[config.mk]
export PLATFORM = sky130hd
export DESIGN_NAME = dsp_mac_pipe
export DESIGN_NICKNAME = d
export VERILOG_FILES = /design/src/rtl/dsp_mac_pipe.sv
export SDC_FILE = /design/constraint.sdc
export NUM_CORES = 2
export LEC_CHECK = 0
export BUFFER_PORTS_ARGS = -buffer_cell sky130_fd_sc_hd__buf_2
export CORE_ASPECT_RATIO = 1.75
export CORE_MARGIN = 2
export CORE_UTILIZATION = 47
export CTS_BUF_LIST = sky130_fd_sc_hd__clkbuf_8
export DETAILED_ROUTE_END_ITERATION = 8
export GPL_TIMING_DRIVEN = 0
export HOLD_SLACK_MARGIN = 0.03
export SLEW_MARGIN = 30
export SYNTH_ARGS = -nofsm -noshare
export SYNTH_HDL_FRONTEND = slang
export SYNTH_SLANG_ARGS = --single-unit
[constraint.sdc]
create_clock -name CLK -period 10.06 [get_ports CLK]
set_input_delay 1.006 -clock CLK [delete_from_list [all_inputs] [get_ports CLK]]
set_output_delay 1.006 -clock CLK [all_outputs]
set_load 0.03 [all_outputs]
[src/rtl/dsp_mac_pipe.sv]
// dsp_mac_pipe: four-stage signed multiply-accumulate slice with a pre-adder,
// frame-based accumulation (dump and clear every ACC_LEN samples or on in_last) and optional saturation.
module dsp_mac_pipe #(
    parameter int A_WIDTH  = 18,
    parameter int B_WIDTH  = 18,
    parameter int P_WIDTH  = 48,
    parameter int ACC_LEN  = 8,
    parameter int SATURATE = 1
) (
    input  logic                         CLK,
    input  logic                         RST,
    input  logic                         CE,
    input  logic                         in_valid,
    input  logic                         in_last,
    input  logic [A_WIDTH-1:0]           A,
    input  logic [B_WIDTH-1:0]           B,
    input  logic [B_WIDTH-1:0]           D,
    input  logic [2:0]                   mode,
    output logic [A_WIDTH+B_WIDTH:0]     M,
    output logic [P_WIDTH-1:0]           P,
    output logic                         out_valid,
    output logic                         ovf,
    output logic [$clog2(ACC_LEN+1)-1:0] acc_cnt
);
    localparam int M_WIDTH = A_WIDTH + B_WIDTH + 1;
    localparam int CNT_W   = $clog2(ACC_LEN + 1);
    localparam logic [CNT_W-1:0]   LAST_CNT = CNT_W'(ACC_LEN - 1);
    localparam logic [P_WIDTH-1:0] P_MAX    = {1'b0, {(P_WIDTH-1){1'b1}}};
    localparam logic [P_WIDTH-1:0] P_MIN    = {1'b1, {(P_WIDTH-1){1'b0}}};

    logic [A_WIDTH-1:0]        a1;
    logic [B_WIDTH-1:0]        b1;
    logic [B_WIDTH-1:0]        d1;
    logic [2:0]                mode1;
    logic                      last1;
    logic                      valid1;

    logic signed [A_WIDTH-1:0] a2;
    logic signed [B_WIDTH:0]   pb2;
    logic                      sub2;
    logic                      last2;
    logic                      valid2;

    logic                      sub3;
    logic                      last3;
    logic                      valid3;

    logic [P_WIDTH-1:0]        acc;
    logic                      ovf_acc;

    logic signed [B_WIDTH:0]   b_ext;
    logic signed [B_WIDTH:0]   d_ext;
    logic signed [B_WIDTH:0]   pb_next;
    logic signed [P_WIDTH-1:0] m_ext;
    logic signed [P_WIDTH-1:0] term;
    logic [P_WIDTH:0]          sum;
    logic                      sum_ovf;
    logic [P_WIDTH-1:0]        result;
    logic                      dump;

    always_comb begin
        b_ext   = {b1[B_WIDTH-1], b1};
        d_ext   = {d1[B_WIDTH-1], d1};
        pb_next = b_ext;
        if (mode1[0]) begin
            pb_next = mode1[1] ? (d_ext - b_ext) : (d_ext + b_ext);
        end
    end

    // One guard bit above the accumulator: overflow shows as the top two sum bits disagreeing.
    always_comb begin
        m_ext   = P_WIDTH'($signed(M));
        term    = sub3 ? -m_ext : m_ext;
        sum     = {acc[P_WIDTH-1], acc} + {term[P_WIDTH-1], term};
        sum_ovf = sum[P_WIDTH] ^ sum[P_WIDTH-1];
        result  = sum[P_WIDTH-1:0];
        if (sum_ovf && (SATURATE != 0)) begin
            result = sum[P_WIDTH] ? P_MIN : P_MAX;
        end
        dump = valid3 && ((acc_cnt == LAST_CNT) || last3);
    end

    always_ff @(posedge CLK or posedge RST) begin
        if (RST) begin
            a1     <= '0;
            b1     <= '0;
            d1     <= '0;
            mode1  <= '0;
            last1  <= 1'b0;
            valid1 <= 1'b0;
            a2     <= '0;
            pb2    <= '0;
            sub2   <= 1'b0;
            last2  <= 1'b0;
            valid2 <= 1'b0;
            M      <= '0;
            sub3   <= 1'b0;
            last3  <= 1'b0;
            valid3 <= 1'b0;
        end else if (CE) begin
            a1     <= A;
            b1     <= B;
            d1     <= D;
            mode1  <= mode;
            last1  <= in_last;
            valid1 <= in_valid;
            a2     <= $signed(a1);
            pb2    <= pb_next;
            sub2   <= mode1[2];
            last2  <= last1;
            valid2 <= valid1;
            M      <= M_WIDTH'(a2) * M_WIDTH'(pb2);
            sub3   <= sub2;
            last3  <= last2;
            valid3 <= valid2;
        end
    end

    // out_valid is the only register that moves while CE is low: it always drops.
    always_ff @(posedge CLK or posedge RST) begin
        if (RST) begin
            acc       <= '0;
            ovf_acc   <= 1'b0;
            acc_cnt   <= '0;
            P         <= '0;
            ovf       <= 1'b0;
            out_valid <= 1'b0;
        end else begin
            out_valid <= CE && dump;
            if (CE && valid3) begin
                if (dump) begin
                    P       <= result;
                    ovf     <= ovf_acc | sum_ovf;
                    acc     <= '0;
                    ovf_acc <= 1'b0;
                    acc_cnt <= '0;
                end else begin
                    acc     <= result;
                    ovf_acc <= ovf_acc | sum_ovf;
                    acc_cnt <= acc_cnt + CNT_W'(1);
                end
            end
        end
    end
endmodule

==> impl_metrics.json <==
{
  "async_flop_share_pct": 100,
  "path_class": "flip-flop to flip-flop",
  "ctsHoldBuffers": 0,
  "ant_nets": 0,
  "grt_pass1_vias": 22762,
  "synth_edf_count": 0,
  "path_clk_slew_ns": 0.07,
  "fin_nets": 3588,
  "seq_area_mm2": 0.00606,
  "fill_cells": 5233,
  "clock_path_buffers": 3,
  "rows": 114,
  "status": "finished, final reports clean",
  "vias": 20546,
  "netlist_area_mm2": 0.0264,
  "r2r-start": "M[8]",
  "grt.total_usage_pct": 29.2,
  "synthCells": 2818,
  "gp_congestion": 0.942,
  "grt_max_degree": 95,
  "cts_setup_buffers": 0,
  "r2r_end": "acc[9]",
  "tns_ns": 0,
  "syn-num-nets": 3391,
  "cp_data_required_time_ns": 10.61,
  "area_delta_synth_final_pct": 10.2,
  "start_kind": "flip-flop",
  "worstPathArrival_ns": 10.43,
  "layout_commonest_cell": "inv_1",
  "cts_tree": "done",
  "rsz0062_at_grt": "no",
  "numCtsBuffers": 41,
  "synth.distinct_cells": 66,
  "final_area_mm2": 0.0291,
  "synth_ff_type": "dfrtp_1",
  "die_x_um": 183,
  "initial_core_util_pct": 47.7,
  "io_buffer_count": 151,
  "drcViolationCount": 0,
  "multiInputGateArea_mm2": 0.0182,
  "avgSynthCellArea_um2": 9.36,
  "dp_hpwl_mm": 68.9,
  "final_cell_mix": "inv_1, fa_1, nand2_1",
  "viasPerCell": 5.49,
  "drt_iter0_drc": 828,
  "cts_resized": 0,
  "tightest_slew_ns": 1.02,
  "grt_antenna_before_repair": 2,
  "postPlaceCellArea_mm2": 0.0281,
  "hold_violations": 0,
  "ys_seq_area_share_pct": 23.0,
  "ys_ff_latch": 242,
  "drv_slew": 0,
  "hold_class": "input pin to asynchronous set/reset pin",
  "worst_skew_pair.late_latency_ns": 0.67,
  "layout-drive-gt1-share_pct": 11.4,
  "cap_violations": 0,
  "worstSetupStartpoint": "M[8]",
  "htreeDepth": 2,
  "rrSetupSlack_ns": 0.19,
  "fin_crit_ns": 9.87,
  "die-area_mm2": 0.0581,
  "skew_ns": 0.0686,
  "wl_mm": 82.2,
  "clockRootBuffer": "clkbuf_8",
  "grt_pass1_wl_mm": 128,
  "die_h_um": 317,
  "crit_fanout": 10,
  "yosysWarningCount": 0,
  "first_pass_iters": 5,
  "coreArea_mm2": 0.0553,
  "reg2regPathDepth": 23,
  "crit_path_end_kind": "flip-flop",
  "grt_overflow": 0,
  "pin_count": 153,
  "critPathCapture": "acc[9]",
  "finalSetupViolCount": 0,
  "fmaxAchievable_ghz": 0.101,
  "max_slew_margin_pct": 31.6,
  "cts.sinks": 242,
  "wire_per_inst_um": 22.0,
  "post-route-period-util_pct": 98.1
}
==> routing by layer <==
metal / GRT usage [%] / vias to the layer above / wire, um
met4: 17.7 / 2 / 5960
met3: 3.59 / 281 / 2710
met5: 0 / - / 7
met2: 58.2 / 551 / 46600
met1: 27.6 / 10251 / 26900
li1: - / 9461 / -
==> Yosys cell counts (46+ instances only) <==
master | n | area share, %
clkbuf_1 | 137 | 1.9
inv_1 | 429 | 6.1
nor2_1 | 129 | 1.8
mux2_2 | 106 | 4.5
xnor2_1 | 119 | 4.0
o21ai_0 | 148 | 2.8
fa_1 | 347 | 26
nand2_1 | 320 | 4.6
and2_1 | 166 | 3.9
ha_1 | 164 | 7.8
a21o_1 | 46 | 1.3
a21oi_1 | 124 | 2.4
dfrtp_1 | 242 | 23
==> stage by stage <==
step / setup slack [ns] / hold slack (ns) / instances / utilization, %
floorplan: 2.41 / 0.449 / 2818 / -
global placement: -0.533 / 0.457 / 3665 / 50.6
detailed placement: 0.158 / 0.461 / 3668 / 50.8
CTS: 0.114 / 0.294 / 3741 / 52.5
global route: 0.00387 / 0.330 / 3742 / 52.5
finish: 0.186 / 0.337 / 3742 / 52.5
==> logic make-up after synthesis <==
group | synth area share (%)
multiplexers | 5.02
flip-flops | 23.0
buffers and inverters | 8.15
adder cells (fa/ha/maj) | 34.3
AO/OA/AOI/OAI | 11.2
XOR/XNOR | 4.81
AND/OR/NAND/NOR | 13.6
==> worst min-delay path by stage <==
stage,start,to,slack (ns),cells after the start
finish,RST,M[14],0.34,2
global route,RST,M[14],0.33,2
detailed placement,P[37],P[37],0.46,2
CTS,RST,M[14],0.29,2
floorplan,a1[17],a2[17],0.45,2
global placement,P[20],P[20],0.46,2
==> state kept, by name, summed over array words and instances, names as in the netlist, 3 cells and up <==
register  flops
P            48
d1           18
a1           18
b1           18
mode1         3
pb2          19
M            37
acc_cnt       4
acc          48
a2           18
==> critical path, cell delays in order (launching register included) <==
cell and delay [ns]:
dfrtp_1 0.49, or4_4 0.55, or4_1 0.44, or2_1 0.25, or3_4 0.36, or3_4 0.42, or3_4 0.39, or4_4 0.44
nand2b_4 0.17, o41ai_4 0.62, o21ai_0 0.17, ha_1 0.31, clkbuf_1 0.30, nand4_1 0.20, or3_1 0.48, a2111oi_0 0.72
nor3_1 0.24, o31ai_1 0.57, xnor2_1 0.34, and2_1 0.23, clkbuf_1 0.32, nor2_1 0.79, clkbuf_1 0.71, a221o_1 0.26
==> final cells by class <==
type                            count  area share, %
Multi-Input combinational cell   2003           62.6
Sequential cell                   242           20.8
Antenna cell                        1        0.00861
Clock inverter                     22          0.861
Clock buffer                       51           2.42
Timing Repair Buffer              154           2.88
Buffer                            142           1.84
Tap cell                          696           3.00
Inverter                          431           5.59
Power is left out: the tool's default activity adds up to more than one toggle a clock period on the data nets, which glitch-free logic cannot reach.
